File: src/rtl/cg_ctrl_pkg.sv
// Shared phase encoding for the CG solver sequencer, so status and debug logic
// decode phase identically.
package cg_ctrl_pkg;

    localparam int unsigned PHASE_W = 3;

    typedef enum logic [PHASE_W-1:0] {
        PH_IDLE   = 3'd0,
        PH_PRE    = 3'd1,
        PH_MXV    = 3'd2,
        PH_GAP_MV = 3'd3,
        PH_VXV    = 3'd4,
        PH_GAP_VM = 3'd5,
        PH_HALT   = 3'd6
    } phase_e;

    function automatic logic is_gap(input phase_e p);
        return p inside {PH_PRE, PH_GAP_MV, PH_GAP_VM};
    endfunction

    function automatic logic is_unit(input phase_e p);
        return p inside {PH_MXV, PH_VXV};
    endfunction

endpackage

File: src/rtl/cg_cycle_counter.sv
// Cycle counter with synchronous clear, count enable and a terminal-value flag.
module cg_cycle_counter #(
    parameter int unsigned W    = 4,
    parameter int unsigned TERM = 0
) (
    input  logic clk,
    input  logic reset,
    input  logic clear,
    input  logic en,
    output logic at_term
);

    localparam logic [W-1:0] TERM_V = W'(TERM);

    logic [W-1:0] cnt;

    always_ff @(posedge clk or negedge reset) begin
        if (!reset) begin
            cnt <= '0;
        end else if (clear) begin
            cnt <= '0;
        end else if (en) begin
            cnt <= cnt + 1'b1;
        end
    end

    assign at_term = (cnt == TERM_V);

endmodule

File: src/rtl/cg_phase_sequencer.sv
// Sequences the mXv and vXv units through alternating reset-released phases
// with settle gaps, iteration counting, convergence halt and a per-phase watchdog.
module cg_phase_sequencer
    import cg_ctrl_pkg::*;
#(
    parameter int unsigned MAX_ITER = 16,
    parameter int unsigned ITER_W   = 5,
    parameter int unsigned GAP_CYC  = 4,
    parameter int unsigned WD_CYC   = 1024,
    parameter int unsigned WD_W     = 11
) (
    input  logic               clk,
    input  logic               reset,
    input  logic               start,
    input  logic               abort,
    input  logic               mxv_done,
    input  logic               vxv_done,
    input  logic               converged,
    output logic               mxv_rst,
    output logic               vxv_rst,
    output logic [PHASE_W-1:0] phase,
    output logic [ITER_W-1:0]  iter_cnt,
    output logic               busy,
    output logic               halt,
    output logic               wd_err
);

    localparam int unsigned GAP_W   = $clog2(GAP_CYC + 1);
    localparam int unsigned WD_TERM = (WD_CYC == 0) ? 0 : WD_CYC - 1;

    phase_e            state, state_nx;
    logic [ITER_W-1:0] iter_nx;
    logic              wd_err_nx;
    logic              mxv_rst_nx, vxv_rst_nx, busy_nx, halt_nx;
    logic              gap_hit, wd_hit, wd_expire, last_iter, phase_change;

    // Both counters restart on every state change, which covers entry to each gap and unit phase.
    assign phase_change = (state_nx != state);

    cg_cycle_counter #(.W(GAP_W), .TERM(GAP_CYC - 1)) u_gap_cnt (
        .clk     (clk),
        .reset   (reset),
        .clear   (phase_change),
        .en      (is_gap(state)),
        .at_term (gap_hit)
    );

    cg_cycle_counter #(.W(WD_W), .TERM(WD_TERM)) u_wd_cnt (
        .clk     (clk),
        .reset   (reset),
        .clear   (phase_change),
        .en      (is_unit(state)),
        .at_term (wd_hit)
    );

    assign wd_expire = (WD_CYC != 0) && is_unit(state) && wd_hit;
    assign last_iter = (iter_cnt == ITER_W'(MAX_ITER - 1));

    always_ff @(posedge clk or negedge reset) begin
        if (!reset) begin
            state    <= PH_IDLE;
            iter_cnt <= '0;
            wd_err   <= 1'b0;
            mxv_rst  <= 1'b1;
            vxv_rst  <= 1'b1;
            busy     <= 1'b0;
            halt     <= 1'b0;
        end else begin
            state    <= state_nx;
            iter_cnt <= iter_nx;
            wd_err   <= wd_err_nx;
            mxv_rst  <= mxv_rst_nx;
            vxv_rst  <= vxv_rst_nx;
            busy     <= busy_nx;
            halt     <= halt_nx;
        end
    end

    always_comb begin
        state_nx  = state;
        iter_nx   = iter_cnt;
        wd_err_nx = wd_err;
        if (abort && state != PH_IDLE) begin
            state_nx = PH_IDLE;
        end else begin
            unique case (state)
                PH_IDLE, PH_HALT: begin
                    if (start) begin
                        state_nx  = PH_PRE;
                        iter_nx   = '0;
                        wd_err_nx = 1'b0;
                    end
                end
                PH_PRE:    if (gap_hit) state_nx = PH_MXV;
                PH_GAP_MV: if (gap_hit) state_nx = PH_VXV;
                PH_GAP_VM: if (gap_hit) state_nx = PH_MXV;
                PH_MXV: begin
                    if (mxv_done) begin
                        state_nx = PH_GAP_MV;
                    end else if (wd_expire) begin
                        state_nx  = PH_HALT;
                        wd_err_nx = 1'b1;
                    end
                end
                PH_VXV: begin
                    if (vxv_done) begin
                        state_nx = (converged || last_iter) ? PH_HALT : PH_GAP_VM;
                        if (iter_cnt != ITER_W'(MAX_ITER)) iter_nx = iter_cnt + 1'b1;
                    end else if (wd_expire) begin
                        state_nx  = PH_HALT;
                        wd_err_nx = 1'b1;
                    end
                end
                default: state_nx = PH_IDLE;
            endcase
        end
    end

    // Outputs are decoded from the next state so they register in step with it.
    always_comb begin
        mxv_rst_nx = (state_nx != PH_MXV);
        vxv_rst_nx = (state_nx != PH_VXV);
        busy_nx    = (state_nx != PH_IDLE) && (state_nx != PH_HALT);
        halt_nx    = (state_nx == PH_HALT);
    end

    assign phase = state;

endmodule
File: config.mk
export PLATFORM = sky130hd
export DESIGN_NAME = cg_phase_sequencer
export DESIGN_NICKNAME = d
export VERILOG_FILES = /design/src/rtl/cg_ctrl_pkg.sv /design/src/rtl/cg_cycle_counter.sv /design/src/rtl/cg_phase_sequencer.sv
export SDC_FILE = /design/constraint.sdc
export NUM_CORES = 1
export LEC_CHECK = 0
export CORE_MARGIN = 4
export CORE_UTILIZATION = 60
export CTS_CLUSTER_DIAMETER = 40
export DETAILED_ROUTE_END_ITERATION = 6
export PLACE_DENSITY = 0.83
export SKIP_CTS_REPAIR_TIMING = 1
export SYNTH_ARGS = -nofsm -noshare
export SYNTH_HDL_FRONTEND = slang
export SYNTH_SLANG_ARGS = --single-unit
File: constraint.sdc
create_clock -name clk -period 5.9 [get_ports clk]
set_input_delay 1.18 -clock clk [delete_from_list [all_inputs] [get_ports clk]]
set_output_delay 1.18 -clock clk [all_outputs]
set_load 0.1 [all_outputs]
Word-level counts from Yosys, hierarchy flattened

Cells that the tools add are included.

Flip-flop bits (word level): 27
Input port bits: 7
Logic and storage cells: 72

$add $sub $neg: 3
Equality and inequality tests: 20
Muxes and demuxes: 22
Bitwise gates (word level): 1
Reductions and logical operators: 17

Operators with widths:

| cell                    | number |
|---|---|
| $mux W3                 | 9 |
| $mux W11                | 2 |
| $mux W5                 | 3 |
| $pmux W3 S5             | 1 |
| $eq A3 B3 Y1 const B    | 4 |
| $reduce_bool A3 Y1      | 4 |
| $add A11 B1 Y11 const B | 1 |
| $eq A11 B10 Y1 const B  | 1 |
| $pmux W5 S2             | 1 |
| $reduce_and A5 Y1       | 2 |
| $eq A3 B2 Y1 const B    | 3 |
| $ne A2 B2 Y1 const B    | 4 |
| $reduce_bool A2 Y1      | 4 |
| $ne A3 B3 Y1 const B    | 2 |
| $add A5 B1 Y5 const B   | 1 |
| $eq A5 B4 Y1 const B    | 1 |
| $ne A5 B5 Y1 const B    | 1 |
| $mux W1                 | 4 |
| $reduce_or A2 Y1        | 2 |
| $add A3 B1 Y3 const B   | 1 |
| $eq A3 B1 Y1 const B    | 1 |
| $logic_and A1 B1 Y1     | 3 |
| $logic_not A3 Y1        | 1 |
| $ne A3 B2 Y1 const B    | 1 |
| other kinds (6)         | 6 |

Depth between registers and ports, before layout

Depth after elaboration: 9
Gate-level depth with buffers: 9
Depth with buffers taken out: 8

By module

From an unflattened synthesis, not the netlist that was laid out.

Cell total of the unflattened synthesis: 175
Area, all modules: 1656.6 µm²

By module, submodules not included:

| module                        | instances | cells an instance | area each (µm²) | seq. area each (µm²) |
|---|---|---|---|---|
| cg_phase_sequencer            | 1         | 107               | 959.7           | 327.8 |
| cg_cycle_counter at u_wd_cnt  | 1         | 56                | 555.5           | 275.3 |
| cg_cycle_counter at u_gap_cnt | 1         | 12                | 141.4           | 75.1 |

Worst setup path after synthesis

OpenSTA, ideal clock, no wires.

Path kind: register to register
From: register iter_cnt[0]
To: register u_wd_cnt.cnt[10]
Library setup time: 0.122 ns
Data arrival time: 2.577 ns
Setup slack: 3.201 ns
Cell stages (with the launch flop): 9
Buffers on the path: 1
Clock period less this slack: 2.699 ns
Cell sequence: dfrtp_1 ha_1 and3_1 ha_1 or3_1 o221a_4 a31oi_4 buf_6 nor3_2

Cells in the longest elaborated chain, start to end: 8
Elaborated cells on any way between the ends: 9
Those cells by class: eq/ne: 2; mux: 5; reduce/logical: 2

RTL lines:

| element                                               | RTL line                  | source |
|---|---|---|
| start: declaration                                    | cg_phase_sequencer.sv:22  | `output logic [ITER_W-1:0] iter_cnt,` |
| start signal: assignment                              | cg_phase_sequencer.sv:70  | `iter_cnt <= iter_nx;` |
| $eq A5 B4 Y1 (*)                                      | cg_phase_sequencer.sv:57  | `assign last_iter = (iter_cnt == ITER_W'(MAX_ITER - 1));` |
| $logic_or A1 B1 Y1 (*)                                | cg_phase_sequencer.sv:107 | `state_nx = (converged \|\| last_iter) ? PH_HALT : PH_GAP_VM;` |
| $mux W2 (*)                                           | cg_phase_sequencer.sv:107 |  |
| $mux W3 (*)                                           | cg_phase_sequencer.sv:106 | `if (vxv_done) begin` |
| $pmux W3 S5 (*)                                       | cg_phase_sequencer.sv:86  | `unique case (state)` |
| $mux W3 (*)                                           | cg_phase_sequencer.sv:83  | `if (abort && state != PH_IDLE) begin` |
| $ne A3 B3 Y1 (*)                                      | cg_phase_sequencer.sv:38  | `assign phase_change = (state_nx != state);` |
| $mux W11 / $reduce_bool A2 Y1 (equally long branches) | n/a                       |  |
| end signal: assignment                                | cg_cycle_counter.sv:23    | `cnt <= cnt + 1'b1;` |
| end: declaration                                      | cg_cycle_counter.sv:15    | `logic [W-1:0] cnt;` |

Every way passes the cells marked *; elsewhere a longest branch is shown, timed or not.
A chain may end at the register's enable or synchronous reset.

Worst setup path in the final report

From: register state[2] (netlist: phase[2])
To: output phase[2]

RTL lines:

| element                  | RTL line                 | source |
|---|---|---|
| start: declaration       | cg_phase_sequencer.sv:31 | `phase_e state, state_nx;` |
| start signal: assignment | cg_phase_sequencer.sv:69 | `state <= state_nx;` |
| end: declaration         | cg_phase_sequencer.sv:21 | `output logic [PHASE_W-1:0] phase,` |

No word-level cell between the ends.

==> flow_metrics.py <==
metrics = {
    "sta": {
        "setup_violations": 0,
        "setup_tns_ns": 0,
        "finalClockSkew_ns": 0.006962,
        "period_minus_slack_ns": 3.550,
        "max_slew_margin": 0.3477,
        "finalHoldViolations": 0,
        "worstMarginPinSlew_ns": 0.9754,
        "grt_setup_unrepaired": "no",
        "slew_viol_final": 0,
        "max_freq_mhz": 281.7,
        "final.period_utilization": 0.6018,
    },
    "detailed_routing": {
        "drc_errors": 0,
        "wl_um": 3432,
        "via_count": 1341,
        "drtIter0Drc": 67,
        "drtAntennaViolNets": 0,
        "vias_per_cell": 6.123,
        "routedWlPerCell_um": 15.67,
        "drtPass1Iterations": 4,
    },
    "clock_tree": {
        "clk_latency_ns": 0.33,
        "htreeDepth": 1,
        "cts_buffers": 3,
        "clk_pin_slew_worst_paths_ns": 0.14,
        "clockBufferDepth": 2,
        "cts_tree": "yes",
        "cts-root-buf": "clkbuf_4",
        "cts.sinks": 27,
    },
    "cells_and_area": {
        "finalInstanceArea_um2": 1926,
        "finish.utilization": 0.6983,
        "n_antenna_cell": 0,
        "area_growth_pct": 11.68,
        "drive_gt1_frac": 0.1383,
        "nNetsFinal": 202,
    },
    "synth": {
        "synthesis.area_um2": 1724,
        "synth_edf_count": 0,
        "ys_ff_latch": 27,
        "synth_most_common_cell": "dfrtp_1",
        "yosysWarnings": 0,
        "synth_area_leader_cell": "dfrtp_1",
        "yosys.area.top_type_share": 0.3628,
        "syn_avg_cell_area_um2": 10.02,
        "synthFlopType": "dfrtp_1",
        "yosysSeqAreaShare": 0.3933,
        "syn-num-nets": 185,
        "synthCells": 172,
        "synth.area.top_cells": "dfrtp_1 36%, nor3_2 5.8%, ha_1 4.4%",
        "ys_top_cells_by_count": "25 x dfrtp_1, 12 x o21ai_0, 10 x nor3_2",
        "synthArstFlopShare": 1.000,
        "post_synth_num_cell_types": 52,
    },
    "critical_path": {
        "r2r_start": "iter_cnt[0]",
        "cp_top_family": "buffers and inverters",
        "path_max_fanout": 20,
        "ff2ff_path_depth": 7,
        "path_cells": "clkdlybuf4s50_1",
        "path_buf_inv": 1,
        "cp-start-kind": "flop",
        "cp_slowest_cell": "clkdlybuf4s50_1",
        "r2r-end": "u_wd_cnt.cnt[2]",
        "worstPathRequired_ns": 4.72,
        "cp.arrival_ns": 2.37,
        "crit_path_end_kind": "output pin",
        "max_stage_delay_ns": 1.26,
        "rrSetupSlack_ns": 3.44,
        "path_class": "reg -> out",
    },
    "grt": {
        "grt-busiest-layer": "met2",
        "grt_pass1_wl_um": 5823,
        "overflow": 0,
        "met3_usage": 0.02306,
        "antenna_found_initial": 0,
        "grt_use_total": 0.2046,
        "grt_pass1_vias": 1339,
        "use_met1": 0.2546,
        "grt_max_degree": 28,
        "use_met2": 0.3558,
    },
    "power_and_ir_drop": {
        "p_leak_uw": 0.0007802,
        "ir_drop_mv": 0.2457,
        "cellPowerDensity_nw_per_um2": 283.8,
    },
    "place": {
        "detailed_place_hpwl_um": 2544,
        "place_congestion": 0.8325,
        "post_dp_cell_area_um2": 1898,
        "io_buffers": 19,
    },
    "hold_path": {
        "hold_start": "wd_err",
        "min_to": "wd_err",
        "worstHoldPathCells": 2,
        "hold_path.class": "reg -> reg",
    },
    "floorplanning": {
        "die_h_um": 61.61,
        "start_util": 0.6252,
        "num_rows": 19,
        "die_x_um": 61.61,
        "die-area_um2": 3795,
        "io_pins": 20,
        "core_area_um2": 2758,
    },
    "flow_run": {
        "cap_violations": 0,
    },
    "run_status": {
        "status": "finished, final reports clean",
    },
}
[placed cells by master (no fill, tap or decap), types with 2 or more instances in the layout]
cell type         n
nor4_1            2
mux2i_1           3
nor2b_1           4
ha_1              6
xor2_1            4
clkdlybuf4s50_1  19
nor2_1            9
nor3b_1           2
a21boi_0          2
dfstp_2           2
a21oi_1           9
and3_1            6
o21ai_0          12
clkbuf_4          3
nand3_1           7
inv_1             8
nand2_1           6
or3b_1            2
or3_1             3
nor3_1            7
xnor2_1           8
nor3_2           10
dfrtp_1          25
nand2b_1          2
[power breakdown]
part	internal, µW	total (µW)	switching [µW]
clock network	25.5	81.6	56.1
logic	74.8	237	162
registers	200	228	28.0
total	300	546	246
[how the worst max path moves through the flow]
stage | end | from | depth (start not counted)
final | phase[2] | phase[2] | 1
after global routing | phase[2] | phase[2] | 1
after CTS | phase[2] | phase[2] | 1
after detailed placement | u_gap_cnt.cnt[2] | start | 6
after global placement | u_wd_cnt.cnt[1] | vxv_done | 6
after floorplan | u_wd_cnt.cnt[10] | iter_cnt[0] | 8
[cells by family after synthesis]
family | after synthesis | synth area share
AND/OR/NAND/NOR | 70 | 0.2649
AO/OA/AOI/OAI | 36 | 0.1502
flip-flops | 27 | 0.3933
buffers and inverters | 16 | 0.05370
XOR/XNOR | 13 | 0.07039
adder cells (fa/ha/maj) | 6 | 0.04354
multiplexers | 4 | 0.02395
[through the flow]
stage               hold WS, ns  setup WS [ns]  power, µW  std cells
global placement         0.5074          2.757      462.3        215
detailed placement       0.5255          2.701      469.8        215
global route             0.5712          2.236      576.7        219
CTS                      0.5545          2.362      551.1        219
floorplan                0.5255          3.201      427.8        172
finish                   0.5536          2.350      546.4        219
[registers in the layout (all words and copies together), names as in the netlist]
signal / count
busy: 1
halt: 1
iter_cnt: 5
mxv_rst: 1
phase: 3
u_gap_cnt.cnt: 3
u_wd_cnt.cnt: 11
vxv_rst: 1
wd_err: 1
[routing by layer]
metal  vias up  wire length (µm)
li1        650                 -
met1       648              1516
met2        36              1740
met3         7               105
met4         0                70
met5         -                 0
[layout make-up]
class	count	area, µm²
multi-input cells	129	953.4
fillers	204	832.0
flip-flops and latches	27	678.2
repair buffers	20	197.7
well taps	31	38.79
inverters	8	30.03
clock buffers	3	22.52
clock inverters	1	5.005
[tightest hold or removal path, stage by stage, from the launching register on]
cell and delay [ns]:
dfrtp_1 0.38, a21oi_1 0.04, a21oi_1 0.10
No activity file was read; power rests on OpenSTA's default activity.
